==> src/rtl/life_stepper_pkg.sv <==
// rtl/life_stepper_pkg.sv - board geometry and stepper state shared with swap control
package life_stepper_pkg;
  localparam int BOARD_SIZE        = 64;
  localparam int LOG_BOARD_SIZE    = $clog2(BOARD_SIZE);
  localparam int WORD_SIZE         = 16;
  localparam int LOG_WORD_SIZE     = $clog2(WORD_SIZE);
  localparam int WORDS_PER_ROW     = BOARD_SIZE / WORD_SIZE;
  localparam int LOG_WORDS_PER_ROW = LOG_BOARD_SIZE - LOG_WORD_SIZE;
  localparam int LOG_MAX_ADDR      = 2 * LOG_BOARD_SIZE - LOG_WORD_SIZE;

  typedef enum logic [2:0] {
    IDLE,
    PRIME_L,
    PRIME_C,
    FETCH_R,
    WRITE,
    DONE
  } stepper_state_t;
endpackage

==> src/rtl/life_word_next.sv <==
// rtl/life_word_next.sv - next-generation word from a 3x3 window of packed words
module life_word_next #(
  parameter int WORD_W = 16
) (
  input  logic [WORD_W-1:0] up_l,
  input  logic [WORD_W-1:0] up_c,
  input  logic [WORD_W-1:0] up_r,
  input  logic [WORD_W-1:0] mid_l,
  input  logic [WORD_W-1:0] mid_c,
  input  logic [WORD_W-1:0] mid_r,
  input  logic [WORD_W-1:0] dn_l,
  input  logic [WORD_W-1:0] dn_c,
  input  logic [WORD_W-1:0] dn_r,
  output logic [WORD_W-1:0] next
);
  // Extended rows: bit 0 is the right word's MSB, top bit is the left word's LSB.
  logic [WORD_W+1:0] up_x, mid_x, dn_x;
  logic [3:0] n;

  assign up_x  = {up_l[0],  up_c,  up_r[WORD_W-1]};
  assign mid_x = {mid_l[0], mid_c, mid_r[WORD_W-1]};
  assign dn_x  = {dn_l[0],  dn_c,  dn_r[WORD_W-1]};

  always_comb begin
    next = '0;
    n    = '0;
    for (int i = 0; i < WORD_W; i++) begin
      n = {3'b0, up_x[i]} + {3'b0, up_x[i+1]} + {3'b0, up_x[i+2]}
        + {3'b0, mid_x[i]} + {3'b0, mid_x[i+2]}
        + {3'b0, dn_x[i]} + {3'b0, dn_x[i+1]} + {3'b0, dn_x[i+2]};
      next[i] = (n == 4'd3) | (mid_c[i] & (n == 4'd2));
    end
  end
endmodule

==> src/rtl/life_stepper.sv <==
// rtl/life_stepper.sv - one Game-of-Life generation over a toroidal word-packed board
module life_stepper
  import life_stepper_pkg::*;
#(
  parameter int BOARD_W = BOARD_SIZE,
  parameter int WORD_W  = WORD_SIZE,
  parameter int ADDR_W  = $clog2(BOARD_W * BOARD_W / WORD_W)
) (
  input  logic              clk_in,
  input  logic              rst_in,
  input  logic              start_in,
  input  logic [WORD_W-1:0] data_r_in,
  output logic [ADDR_W-1:0] addr_r_out,
  output logic [ADDR_W-1:0] addr_w_out,
  output logic [WORD_W-1:0] data_w_out,
  output logic              we_out,
  output logic              busy_out,
  output logic              done_out
);
  localparam int WPR = BOARD_W / WORD_W;
  localparam int YW  = $clog2(BOARD_W);
  localparam int XW  = (WPR > 1) ? $clog2(WPR) : 1;
  localparam logic [XW-1:0] W_MASK = XW'(WPR - 1);
  localparam logic [YW-1:0] Y_LAST = YW'(BOARD_W - 1);

  stepper_state_t state, state_next;

  logic [YW-1:0] y;
  logic [XW-1:0] w;
  logic [1:0]    fr;
  logic [1:0]    slot;
  logic [WORD_W-1:0] left_w [3];
  logic [WORD_W-1:0] centre_w [3];
  logic [WORD_W-1:0] right_w [3];
  logic [WORD_W-1:0] next_word;

  logic [XW-1:0]     col_mod;
  logic [YW-1:0]     row_sel;
  logic [ADDR_W-1:0] rd_addr, wr_addr;

  assign slot = fr - 2'd1;

  // Fetch column is w-1 / w / w+1 depending on which window column is being filled.
  always_comb begin
    col_mod = w;
    case (state)
      PRIME_L: col_mod = (w - 1'b1) & W_MASK;
      FETCH_R: col_mod = (w + 1'b1) & W_MASK;
      default: col_mod = w & W_MASK;
    endcase
    row_sel = y - YW'(1) + YW'(fr);
    rd_addr = ADDR_W'(row_sel) * ADDR_W'(WPR) + ADDR_W'(col_mod);
    wr_addr = ADDR_W'(y) * ADDR_W'(WPR) + ADDR_W'(w);
  end

  life_word_next #(.WORD_W(WORD_W)) u_next (
    .up_l  (left_w[0]),
    .up_c  (centre_w[0]),
    .up_r  (right_w[0]),
    .mid_l (left_w[1]),
    .mid_c (centre_w[1]),
    .mid_r (right_w[1]),
    .dn_l  (left_w[2]),
    .dn_c  (centre_w[2]),
    .dn_r  (right_w[2]),
    .next  (next_word)
  );

  always_ff @(posedge clk_in or posedge rst_in) begin
    if (rst_in) state <= IDLE;
    else        state <= state_next;
  end

  always_comb begin
    state_next = state;
    case (state)
      IDLE:    if (start_in) state_next = PRIME_L;
      PRIME_L: if (fr == 2'd3) state_next = PRIME_C;
      PRIME_C: if (fr == 2'd3) state_next = FETCH_R;
      FETCH_R: if (fr == 2'd3) state_next = WRITE;
      WRITE: begin
        if (w == W_MASK) state_next = (y == Y_LAST) ? DONE : PRIME_L;
        else             state_next = FETCH_R;
      end
      DONE:    state_next = IDLE;
      default: state_next = IDLE;
    endcase
  end

  always_comb begin
    addr_r_out = '0;
    addr_w_out = '0;
    data_w_out = '0;
    we_out     = 1'b0;
    busy_out   = 1'b0;
    done_out   = 1'b0;
    case (state)
      PRIME_L, PRIME_C, FETCH_R: begin
        busy_out = 1'b1;
        if (fr != 2'd3) addr_r_out = rd_addr;
      end
      WRITE: begin
        busy_out   = 1'b1;
        we_out     = 1'b1;
        addr_w_out = wr_addr;
        data_w_out = next_word;
      end
      DONE:    done_out = 1'b1;
      default: ;
    endcase
  end

  // Read data lands one cycle after its address, so fetch step k captures row k-1.
  always_ff @(posedge clk_in or posedge rst_in) begin
    if (rst_in) begin
      y  <= '0;
      w  <= '0;
      fr <= '0;
      for (int r = 0; r < 3; r++) begin
        left_w[r]   <= '0;
        centre_w[r] <= '0;
        right_w[r]  <= '0;
      end
    end else begin
      case (state)
        IDLE: begin
          if (start_in) begin
            y  <= '0;
            w  <= '0;
            fr <= '0;
          end
        end
        PRIME_L: begin
          fr <= fr + 2'd1;
          if (fr != 2'd0) left_w[slot] <= data_r_in;
        end
        PRIME_C: begin
          fr <= fr + 2'd1;
          if (fr != 2'd0) centre_w[slot] <= data_r_in;
        end
        FETCH_R: begin
          fr <= fr + 2'd1;
          if (fr != 2'd0) right_w[slot] <= data_r_in;
        end
        WRITE: begin
          for (int r = 0; r < 3; r++) begin
            left_w[r]   <= centre_w[r];
            centre_w[r] <= right_w[r];
          end
          w <= (w + 1'b1) & W_MASK;
          if (w == W_MASK) y <= y + 1'b1;
        end
        default: ;
      endcase
    end
  end
endmodule

==> config.mk <==
export PLATFORM = sky130hd
export DESIGN_NAME = life_stepper
export DESIGN_NICKNAME = d
export VERILOG_FILES = /design/src/rtl/life_stepper_pkg.sv /design/src/rtl/life_word_next.sv /design/src/rtl/life_stepper.sv
export SDC_FILE = /design/constraint.sdc
export NUM_CORES = 1
export LEC_CHECK = 0
export BUFFER_PORTS_ARGS = -buffer_cell sky130_fd_sc_hd__buf_2
export CAP_MARGIN = 5
export CORE_AREA = 2 2 165 167
export CTS_BUF_LIST = sky130_fd_sc_hd__clkbuf_4 sky130_fd_sc_hd__clkbuf_8
export DETAILED_ROUTE_END_ITERATION = 6
export DIE_AREA = 0 0 167 169
export HOLD_SLACK_MARGIN = 0.12
export PLACE_DENSITY_LB_ADDON = 0.1
export SYNTH_ARGS = -nofsm -noshare
export SYNTH_HDL_FRONTEND = slang
export SYNTH_SLANG_ARGS = --single-unit
==> constraint.sdc <==
create_clock -name clk_in -period 3.73 [get_ports clk_in]
set_clock_uncertainty 0.1 [all_clocks]
set_input_delay 0.5595 -clock clk_in [delete_from_list [all_inputs] [get_ports clk_in]]
set_output_delay 0.5595 -clock clk_in [all_outputs]
set_load 0.02 [all_outputs]
[Yosys cells after proc, flatten, opt, wreduce, memory -nomap -nowiden]
Index checks and enable logic that the tools add are counted.
Storage, ports and cells
  bits in latches: 0
  logic and storage cells: 263
  memories: 0
  output and inout port bits: 35
  memory bits (writable): 0
  ROM bits: 0
  input port bits: 19
  register bits after elaboration: 157
Cells by class
  $add $sub $neg: 121
  equal/unequal tests: 48
  multiplexer cells: 30
  shift operators: 0
  reductions and logical operators: 16
  multiply operators: 0
  div/mod/pow operators: 0
  bitwise operators: 33
  $lt $le $gt $ge: 2
Operator list (count)
  $add A4 B1 Y4: 96
  $pmux W48 S2: 2
  $bwmux W48: 3
  $eq A4 B2 Y1 const B: 32
  $mux W48: 2
  $add A1 B1 Y2: 16
  $demux W16 S2: 1
  $mux W16: 2
  $mux W8: 3
  $mux W3: 6
  $add A8 B2 Y8: 2
  $and A1 B1 Y1: 16
  $ne A2 B2 Y1 const B: 8
  $or A1 B1 Y1: 16
  $pmux W3 S5: 1
  $mux W6: 2
  $pmux W2 S2: 3
  $pmux W6 S2: 1
  $reduce_and A2 Y1: 5
  $reduce_bool A2 Y1: 5
  $add A6 B1 Y6 const B: 1
  $add A6 B2 Y6: 1
  $eq A3 B2 Y1 const B: 2
  $eq A3 B3 Y1 const B: 2
  other kinds (17): 22

[Logic depth before layout (Yosys ltp)]
  depth after elaboration: 11
  gate-level depth with buffers: 11
  depth with buffers taken out: 11

[By module]
From an unflattened synthesis, not the netlist that was laid out.
Unflattened totals
  cell total of the unflattened synthesis: 1007
  area total of the unflattened synthesis: 10002.1 sq um
By module, submodules not included
  life_stepper: seq. area each 3928.8 sq um, instances 1, area an instance 7274.5 sq um, cells an instance 703
  life_word_next: seq. area each 0.0 sq um, instances 1, area an instance 2727.6 sq um, cells an instance 304

[Least setup slack after synthesis]
Ideal clock, no wire load.
  path kind: register -> output
  start point: reg centre_w[33] (netlist name)
  end point: out data_w_out[1]
  cell stages (with the launch flop): 10
  required time: 3.070 ns
  slack: 0.011 ns
  path buffers: 0
  arrival: 3.060 ns
  path through: dfrtp_1 > ha_1 > inv_1 > fa_1 > fa_1 > inv_1 > fa_1 > inv_1 > fa_1 > nor4_2
On the way
  longest elaborated chain between the ends: 11
  elaborated cells between the ends (all ways): 12
  classes of those cells: add/sub (7); eq/ne (2); mux (1); bitwise (2)
RTL lines
  from (decl): RTL line life_stepper.sv:33  | logic [WORD_W-1:0] centre_w [3];
  from (signal, indexed assignment): RTL line life_stepper.sv:139  | if (fr != 2'd0) centre_w[slot] <= data_r_in;
  from (signal, indexed assignment): RTL line life_stepper.sv:148  | centre_w[r] <= right_w[r];
  $add A1 B1 Y2 (*): RTL line life_word_next.sv:28  | n = {3'b0, up_x[i]} + {3'b0, up_x[i+1]} + {3'b0, up_x[i+2]}
  $add A4 B1 Y4 (*): RTL line life_word_next.sv:28
  $add A4 B1 Y4 (*) (2 in a row): RTL line life_word_next.sv:29  | + {3'b0, mid_x[i]} + {3'b0, mid_x[i+2]}
  $add A4 B1 Y4 (*) (3 in a row): RTL line life_word_next.sv:30  | + {3'b0, dn_x[i]} + {3'b0, dn_x[i+1]} + {3'b0, dn_x[i+2]};
  $eq A4 B2 Y1: RTL line life_word_next.sv:31  | next[i] = (n == 4'd3) | (mid_c[i] & (n == 4'd2));
  $and A1 B1 Y1: RTL line life_word_next.sv:31
  $or A1 B1 Y1 (*): RTL line life_word_next.sv:31
  $mux W16 (*): RTL line life_stepper.sv:97  | case (state)
  to (decl): RTL line life_stepper.sv:15  | output logic [WORD_W-1:0] data_w_out,
Mark *: on every way between the ends. The rest lies on a longest branch, timed or not.

[Worst setup path after layout]
  start point: reg centre_w[37] (netlist name)
  end point: out data_w_out[6]
The elaborated chain is that of the path after synthesis.

==> flow_summary_export.csv <==
group,metric,value,unit
synthesis,synth_top_area_share,31.5,%
floorplan,fp.dieArea,0.0282,sq mm
power_and_ir_drop,vdd_drop_max,0.000371,V
synthesis,syn_nets,964,
route,detail_route.iter0.violations,149,
global_route,grt_pass1_wl,33900,microns
final_layout,area.growth.synth_to_final,14.0,%
critical_path,reg2reg_depth,5,
floorplan,core,0.0265,sq mm
clocking,ctsHtreeMaxLevel,3,
clocking,cts_tree,"done",
timing,final.setup.tns,-5570,ps
synthesis,yosys.cell_types.count,49,
critical_path,worst_setup_path_start_kind,"register",
critical_path,timing.critical_path.mode_cell,"sky130_fd_sc_hd__inv_2",
power_and_ir_drop,power_per_cell_area,856,mW/mm^2
synthesis,biggest_area_contributors_in_the_synthesized_netlist,"sky130_fd_sc_hd__dfrtp_1, sky130_fd_sc_hd__fa_1, sky130_fd_sc_hd__mux2i_1, sky130_fd_sc_hd__ha_1, sky130_fd_sc_hd__inv_1",
critical_path,worstPathBufferInverterCount,5,
synthesis,syn-mean-instance-area,10.9,sq um
floorplan,floorplan.die.width,167,microns
final_layout,post_route_cells_drive_above_1_share,30.6,%
synthesis,synth_edf_count,0,
route,detail_route.wirelength,20100,microns
timing,final.min_clock_period,4150,ps
clocking,clock_transition_at_the_register_clock_pins_on_the_worst_setup_and_hold_paths_after_cts,130,ps
route,drt_drc_violations_left,0,
place,half_perimeter_wire_length_after_detailed_placement,15000,microns
timing,max_freq,241,MHz
final_layout,final_net_count,1030,
route,routed-via-count,5675,
place,preCtsSetupSlack,-80.2,ps
timing,report.final.slew_viol_count,0,
synthesis,cell_accounting_for_the_most_synthesized_area,"sky130_fd_sc_hd__dfrtp_1",
critical_path,critical-path-max-stage-delay,530,ps
timing,worst_pin_slew,1010,ps
route,met2_wl_post_dr,9510,microns
critical_path,crit_arrival,3490,ps
global_route,grt.total_usage,15.2,%
route,post_drt_wl_per_cell,16.4,microns
critical_path,worst_r2r_startpoint,"fr[0]",
critical_path,path_max_fanout,3,
route,wl_met3,386,microns
hold_path,holdPathEnd,"right_w[29]",
route,first_pass_iteration_count_of_the_detailed_router,4,
status,violations,"negative setup slack",
floorplan,num_rows,60,
route,dr.max_layer_used,"met4",
critical_path,worstPathRequired,3070,ps
synthesis,postSynthRegisterBits,112,
final_layout,diodes,0,
synthesis,ys_top_cells_by_count,"sky130_fd_sc_hd__inv_1, sky130_fd_sc_hd__dfrtp_1, sky130_fd_sc_hd__mux2i_1, sky130_fd_sc_hd__fa_1, sky130_fd_sc_hd__ha_1",
critical_path,worst_path_dominant_cell_family,"adder cells",
critical_path,reg2reg_capture_point,"centre_w[4]",
floorplan,die_height,169,microns
place,place_congestion,0.736,
synthesis,synth_top_flop_cell,"sky130_fd_sc_hd__dfrtp_1",
synthesis,netlist_area,0.00890,sq mm
critical_path,regToRegSetupSlack,980,ps
timing,timing_hold_violations_final,0,
clocking,ctsRootBufferMaster,"sky130_fd_sc_hd__clkbuf_8",
hold_path,critical_hold_path_startpoint,"data_r_in[13]",
critical_path,worstPathCellList,"buf_6 > ha_4 > inv_2 > fa_1 > fa_1 > inv_2 > fa_2 > inv_2 > fa_2 > nor4_4 > buf_4",
final_layout,final_design_area_no_fill,0.0102,sq mm
timing,grt_setup_unrepaired,"yes",
timing,setup_viol,16,
synthesis,yosysWarningCount,0,
synthesis,synth_sequential_area_ratio,31.5,%
route,antenna_left,0,
floorplan,initial_core_util,33.6,%
synthesis,post_synth_inst_count,817,
timing,worst_slew_margin_rel,32.5,%
flow_run,timing.max_cap.violations,0,
global_route,overflow_left_after_global_routing,0,
critical_path,worst_path_max_delay_cell,"sky130_fd_sc_hd__fa_1",
place,port-buffer-count,53,
clocking,cts-root-to-sink-buffers,2,
route,post_drt_via_cell_ratio,4.62,
route,met1Wirelength,10100,microns
clocking,clk-insertion-delay-late,390,ps
status,result_of_the_run,"finished with violations",
floorplan,design.portCount,54,
clocking,cts_made_buffers,9,
hold_path,min_path_cells,2,
global_route,grt_start_max_net_pins,52,
global_route,first_global_vias,6152,
critical_path,worst_setup_path_end_kind,"primary output",
timing,final_min_period_over_clock_period,111,%
hold_path,worst_hold_class,"primary input to register",
place,placed_area,0.00959,sq mm
synthesis,yosysMostFrequentCell,"sky130_fd_sc_hd__inv_1",
clocking,cts.sinks,112,
global_route,antenna_found_initial,0,
synthesis,async_reset_ff_share,100,%
critical_path,critical_path_class,"register to primary output",
timing,postLayoutSetupSlackWorst,-416,ps
power_and_ir_drop,leakage,5.00,nW
-- cell families after synthesis --
family	count (synthesis)	share of synthesized area, %
and+or+nand+nor	175	13.1
DFF	112	31.5
adders and majority gates	128	23.5
AOI/OAI and AO/OA	47	3.91
buffers and inverters	193	9.13
muxes	158	18.5
xor gates and xnor gates	4	0.393
-- layer usage --
layer,GRT usage [%],vias up
li1,-,2789
met1,21.2,2835
met2,25.4,39
met3,2.53,12
met4,2.51,0
met5,0,-
-- how the worst max path moves through the flow --
stage                            start  slack [ps]             end  depth (start not counted)
after global routing      centre_w[43]        -580  data_w_out[12]                         12
after CTS                 centre_w[36]        -450   data_w_out[5]                         10
final                     centre_w[37]        -420   data_w_out[6]                         11
after detailed placement  centre_w[32]         -80   data_w_out[0]                         10
after global placement    centre_w[32]         -70   data_w_out[0]                         10
after floorplan           centre_w[33]          10   data_w_out[1]                          9
-- sequential cells by signal, indices dropped and copies added, names as in the netlist --
signal	cells
centre_w	48
right_w	48
y	6
left_w	3
state	3
fr	2
w	2
-- metrics by stage --
step / cells / util (%) / power, W / hold slack [ps]
final: 1229 / 38.3 / 0.00869 / 362
after global routing: 1229 / 38.3 / 0.00980 / 341
after CTS: 1225 / 37.8 / 0.00869 / 347
after detailed placement: 1202 / 36.2 / 0.00748 / 392
after global placement: 1202 / 36.2 / 0.00741 / 386
after floorplan: 817 / - / 0.00627 / 366
-- worst reg2reg max path, cell delays in order (launching register included) --
cell	delay [ps]
sky130_fd_sc_hd__dfrtp_1	410
sky130_fd_sc_hd__ha_1	850
sky130_fd_sc_hd__nand4bb_1	280
sky130_fd_sc_hd__a21oi_4	470
sky130_fd_sc_hd__buf_4	340
sky130_fd_sc_hd__mux2i_1	240
-- where the power goes --
| part | leakage [nW] | total [W] | internal (W) | switching, W |
|---|---|---|---|---|
| registers | 1.40 | 0.00208 | 0.00171 | 0.000371 |
| clock network | 0.104 | 0.000781 | 0.000319 | 0.000463 |
| logic | 3.50 | 0.00582 | 0.00258 | 0.00324 |
-- cell usage in the layout (no fill, tap or decap), drive strengths merged, types with 2 or more instances in the layout --
cell type    n
a21o         3
ha          63
nand2       22
clkbuf       9
mux2        53
clkinv       4
dfrtp      112
nor3         3
o21a         2
buf         85
nand4        4
nand2b       7
mux2i      105
a311oi       2
nor4        15
fa          65
nor3b        2
nand3b       5
a31oi        9
nor2b       13
inv        164
nand4bb      4
nand3        9
and3         3
a211oi       8
xnor2        4
a21oi       10
nor2        38
and2        46
o21ai        5
-- what timing repair did --
item,in CTS,in global routing
buffers inserted,6,4
resized for setup,73,37
hold buffers,1,0
setup endpoints to repair,16,16
pin swaps,37,28
hold endpoints to repair,32,0
-- final cells by class --
type / instances / area [sq um]
Timing Repair Buffer: 86 / 583
Clock buffer: 9 / 124
Sequential cell: 112 / 2800
Tap cell: 341 / 427
Clock inverter: 7 / 78.8
Fill cell: 2684 / 16300
Inverter: 162 / 611
Multi-Input combinational cell: 512 / 5530
Power figures use the tool's default switching activity.
